===== config.mk =====
export PLATFORM = sky130hd
export DESIGN_NAME = neuron_pu
export DESIGN_NICKNAME = d
export VERILOG_FILES = /design/src/rtl/nn_pkg.sv /design/src/rtl/pu_adder_tree.sv /design/src/rtl/neuron_pu.sv
export SDC_FILE = /design/constraint.sdc
export NUM_CORES = 2
export LEC_CHECK = 0
export ABC_AREA = 1
export ABC_CLOCK_PERIOD_IN_PS = 8000
export BUFFER_PORTS_ARGS = -buffer_cell sky130_fd_sc_hd__buf_2
export CORE_ASPECT_RATIO = 1.25
export CORE_MARGIN = 2
export CORE_UTILIZATION = 30
export DETAILED_ROUTE_END_ITERATION = 7
export PLACE_DENSITY = 0.41
export SYNTH_ARGS = -nofsm -noshare
export SYNTH_HDL_FRONTEND = slang
export SYNTH_SLANG_ARGS = --single-unit

===== constraint.sdc =====
create_clock -name clk -period 8 [get_ports clk]
set_input_delay 0.4 -clock clk [delete_from_list [all_inputs] [get_ports clk]]
set_output_delay 0.4 -clock clk [all_outputs]
set_load 0.005 [all_outputs]

===== src/rtl/nn_pkg.sv =====
// Shared definitions for the neuron processing unit: default geometry,
// output saturation bounds, per-beat control bundle and a constant log2 helper.
package nn_pkg;

  localparam int LANES_DEF   = 8;
  localparam int DW_DEF      = 8;
  localparam int ACC_W_DEF   = 32;
  localparam int SHIFT_DEF   = 7;
  localparam int SAT_MAX_DEF = (32'sd1 <<< (DW_DEF - 1)) - 32'sd1;
  localparam int SAT_MIN_DEF = -(32'sd1 <<< (DW_DEF - 1));

  typedef struct packed {
    logic valid;
    logic first;
    logic last;
  } beat_ctl_t;

  function automatic int clog2(input int value);
    int res;
    res = 0;
    while ((32'sd1 <<< res) < value) res++;
    return res;
  endfunction

endpackage


===== src/rtl/pu_adder_tree.sv =====
// Balanced signed adder tree over LANES packed operands, sign-extended to the
// full growth width, with a holdable output register.
module pu_adder_tree
  import nn_pkg::*;
#(
  parameter int LANES = LANES_DEF,
  parameter int IN_W  = 2 * DW_DEF
) (
  input  logic                                clk,
  input  logic                                rst,
  input  logic                                en,
  input  logic [LANES*IN_W-1:0]               data_i,
  output logic signed [IN_W+clog2(LANES)-1:0] sum_o
);

  localparam int LV    = clog2(LANES);
  localparam int OUT_W = IN_W + LV;

  logic signed [OUT_W-1:0] sum_q;

  genvar l, n;
  for (l = 0; l <= LV; l++) begin : g_lvl
    logic signed [OUT_W-1:0] v [LANES >> l];
    for (n = 0; n < (LANES >> l); n++) begin : g_node
      if (l == 0) begin : g_leaf
        assign v[n] = {{LV{data_i[n*IN_W+IN_W-1]}}, data_i[n*IN_W +: IN_W]};
      end else begin : g_add
        assign v[n] = g_lvl[l-1].v[2*n] + g_lvl[l-1].v[2*n+1];
      end
    end
  end

  // Register the root of the tree; en low freezes the stage.
  always_ff @(posedge clk) begin
    if (rst) begin
      sum_q <= '0;
    end else if (en) begin
      sum_q <= g_lvl[LV].v[0];
    end else begin
      sum_q <= sum_q;
    end
  end

  assign sum_o = sum_q;

endmodule


===== src/rtl/neuron_pu.sv =====
// Neuron processing unit: lane-parallel multiply, adder tree, bias-seeded
// accumulation, then shift / ReLU / saturate into a backpressured output.
module neuron_pu
  import nn_pkg::*;
#(
  parameter int LANES   = LANES_DEF,
  parameter int DW      = DW_DEF,
  parameter int ACC_W   = ACC_W_DEF,
  parameter int SHIFT   = SHIFT_DEF,
  parameter int RELU_EN = 1
) (
  input  logic                clk,
  input  logic                rst,
  input  logic                in_valid,
  output logic                in_ready,
  input  logic                in_first,
  input  logic                in_last,
  input  logic [LANES*DW-1:0] x,
  input  logic [LANES*DW-1:0] w,
  input  logic [DW-1:0]       bias,
  output logic                out_valid,
  input  logic                out_ready,
  output logic [DW-1:0]       out_data,
  output logic                out_ovf
);

  localparam int PW = 2 * DW;
  localparam int SW = PW + clog2(LANES);
  localparam int SAT_HI = (DW == DW_DEF) ? SAT_MAX_DEF : (32'sd1 <<< (DW - 1)) - 32'sd1;
  localparam int SAT_LO = (DW == DW_DEF) ? SAT_MIN_DEF : -(32'sd1 <<< (DW - 1));
  localparam logic signed [ACC_W-1:0] SAT_HI_A = ACC_W'(SAT_HI);
  localparam logic signed [ACC_W-1:0] SAT_LO_A = ACC_W'(SAT_LO);

  logic                    stall_s, adv_s;
  beat_ctl_t               s1_ctl_q, s2_ctl_q;
  logic [DW-1:0]           s1_bias_q, s2_bias_q;
  logic [LANES*PW-1:0]     prod_d, s1_prod_q;
  logic signed [SW-1:0]    sum_s;
  logic signed [ACC_W-1:0] acc_q, acc_d, bias_ext_s, sum_ext_s, shift_s, clip_s;
  logic                    out_valid_q, out_ovf_q, ovf_d;
  logic [DW-1:0]           out_data_q, data_d;

  // A held, unconsumed result freezes the whole pipe.
  assign stall_s  = out_valid_q & ~out_ready;
  assign adv_s    = ~stall_s;
  assign in_ready = adv_s;

  // Full-precision lane products from sign-extended operands.
  always_comb begin
    prod_d = '0;
    for (int k = 0; k < LANES; k++) begin
      prod_d[k*PW +: PW] = $signed({{DW{x[k*DW+DW-1]}}, x[k*DW +: DW]})
                         * $signed({{DW{w[k*DW+DW-1]}}, w[k*DW +: DW]});
    end
  end

  // Stage 1: products plus beat control and bias.
  always_ff @(posedge clk) begin
    if (rst) begin
      s1_ctl_q  <= '0;
      s1_bias_q <= '0;
      s1_prod_q <= '0;
    end else if (adv_s) begin
      s1_ctl_q.valid <= in_valid;
      s1_ctl_q.first <= in_first;
      s1_ctl_q.last  <= in_last;
      s1_bias_q      <= bias;
      s1_prod_q      <= prod_d;
    end else begin
      s1_ctl_q  <= s1_ctl_q;
      s1_bias_q <= s1_bias_q;
      s1_prod_q <= s1_prod_q;
    end
  end

  pu_adder_tree #(
    .LANES (LANES),
    .IN_W  (PW)
  ) u_tree (
    .clk    (clk),
    .rst    (rst),
    .en     (adv_s),
    .data_i (s1_prod_q),
    .sum_o  (sum_s)
  );

  // Stage 2: control travels alongside the tree's registered sum.
  always_ff @(posedge clk) begin
    if (rst) begin
      s2_ctl_q  <= '0;
      s2_bias_q <= '0;
    end else if (adv_s) begin
      s2_ctl_q  <= s1_ctl_q;
      s2_bias_q <= s1_bias_q;
    end else begin
      s2_ctl_q  <= s2_ctl_q;
      s2_bias_q <= s2_bias_q;
    end
  end

  // Next accumulator value and its formatted output candidate.
  always_comb begin
    bias_ext_s = {{(ACC_W-DW){s2_bias_q[DW-1]}}, s2_bias_q};
    sum_ext_s  = {{(ACC_W-SW){sum_s[SW-1]}}, sum_s};
    if (s2_ctl_q.first) begin
      acc_d = (bias_ext_s <<< SHIFT) + sum_ext_s;
    end else begin
      acc_d = acc_q + sum_ext_s;
    end
    shift_s = acc_d >>> SHIFT;
    if ((RELU_EN != 0) && shift_s[ACC_W-1]) begin
      clip_s = '0;
    end else begin
      clip_s = shift_s;
    end
    if (clip_s > SAT_HI_A) begin
      data_d = SAT_HI_A[DW-1:0];
      ovf_d  = 1'b1;
    end else if (clip_s < SAT_LO_A) begin
      data_d = SAT_LO_A[DW-1:0];
      ovf_d  = 1'b1;
    end else begin
      data_d = clip_s[DW-1:0];
      ovf_d  = 1'b0;
    end
  end

  // Stage 3: accumulate, and on a last beat publish and re-zero the accumulator.
  always_ff @(posedge clk) begin
    if (rst) begin
      acc_q       <= '0;
      out_valid_q <= 1'b0;
      out_data_q  <= '0;
      out_ovf_q   <= 1'b0;
    end else if (adv_s) begin
      if (s2_ctl_q.valid) begin
        acc_q <= s2_ctl_q.last ? '0 : acc_d;
      end else begin
        acc_q <= acc_q;
      end
      if (s2_ctl_q.valid && s2_ctl_q.last) begin
        out_valid_q <= 1'b1;
        out_data_q  <= data_d;
        out_ovf_q   <= ovf_d;
      end else begin
        out_valid_q <= 1'b0;
        out_data_q  <= out_data_q;
        out_ovf_q   <= out_ovf_q;
      end
    end else begin
      acc_q       <= acc_q;
      out_valid_q <= out_valid_q;
      out_data_q  <= out_data_q;
      out_ovf_q   <= out_ovf_q;
    end
  end

  assign out_valid = out_valid_q;
  assign out_data  = out_data_q;
  assign out_ovf   = out_ovf_q;

endmodule


==> results_dict.tcl <==
set metrics [dict create \
    grt_pass1_vias 29500 \
    drc 0 \
    synth-seq-cells 211 \
    die_w_um 309 \
    fp.dieH_um 385 \
    place_hpwl_mm 79.1 \
    grt_first_pass_wirelength_mm 157 \
    clk_pin_slew_worst_paths_ps 60 \
    hp-class "input pin to register" \
    slew_violations 0 \
    cp_max_fo 4 \
    min_period_ps 4870 \
    fin_hold_ws_ps 76.5 \
    cts_tree "done" \
    routed_wirelength_mm 95.2 \
    cts_buffer_depth 3 \
    synth.avg_cell_area_um2 7.41 \
    ant_nets 0 \
    track_usage 0.165 \
    antenna_found_initial 1 \
    cp.arrival_ps 5420 \
    vias_per_cell 4.40 \
    finalSetupTns_ps 0 \
    cap_violations 0 \
    final_common_cell "inv_1" \
    power.density_nw_per_um2 433 \
    final_nets 5677 \
    row_count 139 \
    clock_latency_ps 600 \
    worstMarginPinSlew_ps 962 \
    ys_seq_area_frac 0.121 \
    pin_count 153 \
    synthToLayoutAreaGrowth_pct 8.80 \
    irDropWorstVdd_uv 669 \
    ctsHoldBuffers 0 \
    portBuffers 152 \
    place_congestion 0.838 \
    cts_setup_buffers 0 \
    cts_resized 0 \
    cp.required_ps 8540 \
    start_util 0.303 \
    die_area_um2 119000 \
    syn_area_um2 34800 \
    mostFrequentLayoutCells "inv_1 (1147), nand2_1 (919), fa_1 (481)" \
    slew_headroom 0.358 \
    synth_cell_type_count 49 \
    async_reset_ff_frac 0 \
    finalCritPeriodShare 0.609 \
    drtIter0Drc 1126 \
    synth_ff_type "dfxtp_1" \
    core_um2 115000 \
    cp-start-kind "register" \
    synth_nets 5682 \
    hold_viol 0 \
    cts_htree_levels 1 \
    synthCells 4702 \
    endpoint_kind "register" \
    clock-sinks 211 \
    overflow 0 \
    cp-startpoint "s1_prod_q[32]$_SDFFE_PP0N_" \
    vias 27600 \
    cts_root_buf "clkbuf_16" \
    fin_util 0.329 \
    rsz0062_at_grt "no" \
    synth-edff-count 0 \
    hp-start "bias[3]" \
    grt_max_degree 136 \
    status "finished, final reports clean" \
    skew_ps 42.7 \
    dr.pass1.iters 5 \
    synth_warnings 0 \
    critPathKind "register to register" \
    r2r_start "s1_prod_q[32]$_SDFFE_PP0N_" \
    wl_per_cell_um 15.2 \
    final_cells 6271 \
    place_inst 6218 \
    max_freq_mhz 205 \
    finalSetupViolCount 0 \
    cts_made_buffers 28 \
    leakagePower_nw 21.2 \
    layout-drive-gt1-share 0.0710 \
]
-- routing by layer --
metal  up-vias  wire (µm)  global-route usage
met5         -          0                   0
met4         0       1600              0.0293
met3        74       1640             0.00995
met2       238      50300               0.318
met1     13100      41700               0.202
li1      14200          -                   -
-- synth_stat cells (all sizes together) (3+ instances only) --
master | count | area share
a21boi | 3 | 0.00065
a21o | 7 | 0.0015
a21oi | 278 | 0.041
a31oi | 7 | 0.0013
buf | 9 | 0.0013
clkbuf | 185 | 0.020
dfxtp | 211 | 0.12
fa | 481 | 0.28
ha | 357 | 0.13
inv | 1171 | 0.13
nand2 | 933 | 0.10
nand3 | 130 | 0.020
nand3b | 3 | 0.00065
nand4 | 22 | 0.0039
nor2 | 229 | 0.026
nor3 | 26 | 0.0040
o2111ai | 3 | 0.00075
o211ai | 15 | 0.0032
o21ai | 266 | 0.038
o21bai | 82 | 0.018
o221ai | 6 | 0.0015
o31ai | 7 | 0.0015
or2 | 58 | 0.010
xnor2 | 75 | 0.019
xor2 | 124 | 0.031
-- stage by stage --
stage                     area [µm²]  setup slack (ps)  power [mW]
final                          37900              3130        16.4
after floorplan                34800              3520        11.7
after global placement         36900              3180        15.3
after CTS                      37900              3110        16.8
after detailed placement       36900              3140        15.3
after global routing           37900              2570        18.8
-- registers in the layout (all words and copies together) (netlist names), 3 cells and up --
register / count
s1_prod_q: 128
s1_ctl_q: 3
s1_bias_q: 8
u_tree.sum_o: 19
out_data: 8
s2_bias_q: 8
s2_ctl_q: 3
acc_q: 32
-- where the power goes --
group          leakage [nW]  total, mW  internal (mW)  switching, mW
logic                  19.0       13.4           5.25           8.12
registers              1.75       1.69           1.41          0.276
clock network         0.473       1.37          0.816          0.550
-- worst max-delay path, cell delays in order (launching register included) --
cell	delay (ps)
dfxtp_1	310
ha_1	220
fa_1	410
nand2_1	90
nand2_1	50
a21oi_1	220
o21ai_2	100
a21oi_1	140
o21ai_1	100
a21boi_0	280
o21ai_1	150
nand3_1	110
a21boi_0	130
fa_1	600
inv_1	60
fa_1	470
ha_1	310
inv_1	80
nor3_1	240
and2_1	180
nand3_1	80
nand3_1	110
a21oi_1	60
o21ai_0	110
o211ai_1	110
inv_1	80
-- worst paths after layout --
check	to	slack [ps]	depth (start not counted)
max reg2reg	u_tree.sum_o[18]$_SDFFE_PP0N_	3130	25
min	s1_bias_q[3]$_SDFFE_PP0N_	80	3
min reg2reg	out_data[7]$_SDFFE_PP0P_	430	2
max	u_tree.sum_o[18]$_SDFFE_PP0N_	3130	25
-- kinds of logic after synthesis --
group                      synth area share
AOI/OAI and AO/OA                     0.109
xor gates and xnor gates             0.0500
adders and majority gates             0.404
buffers and inverters                 0.147
DFF                                   0.121
and+or+nand+nor                       0.168
-- cell type report --
type | count | area [µm²]
flip-flops and latches | 211 | 4220
diodes | 1 | 2.50
well taps | 1551 | 1940
clock inverters | 19 | 253
repair buffers | 159 | 826
inverters | 1172 | 4410
clock buffers | 33 | 759
multi-input cells | 3125 | 25500
fillers | 12700 | 77200
Power figures use the tool's default switching activity.
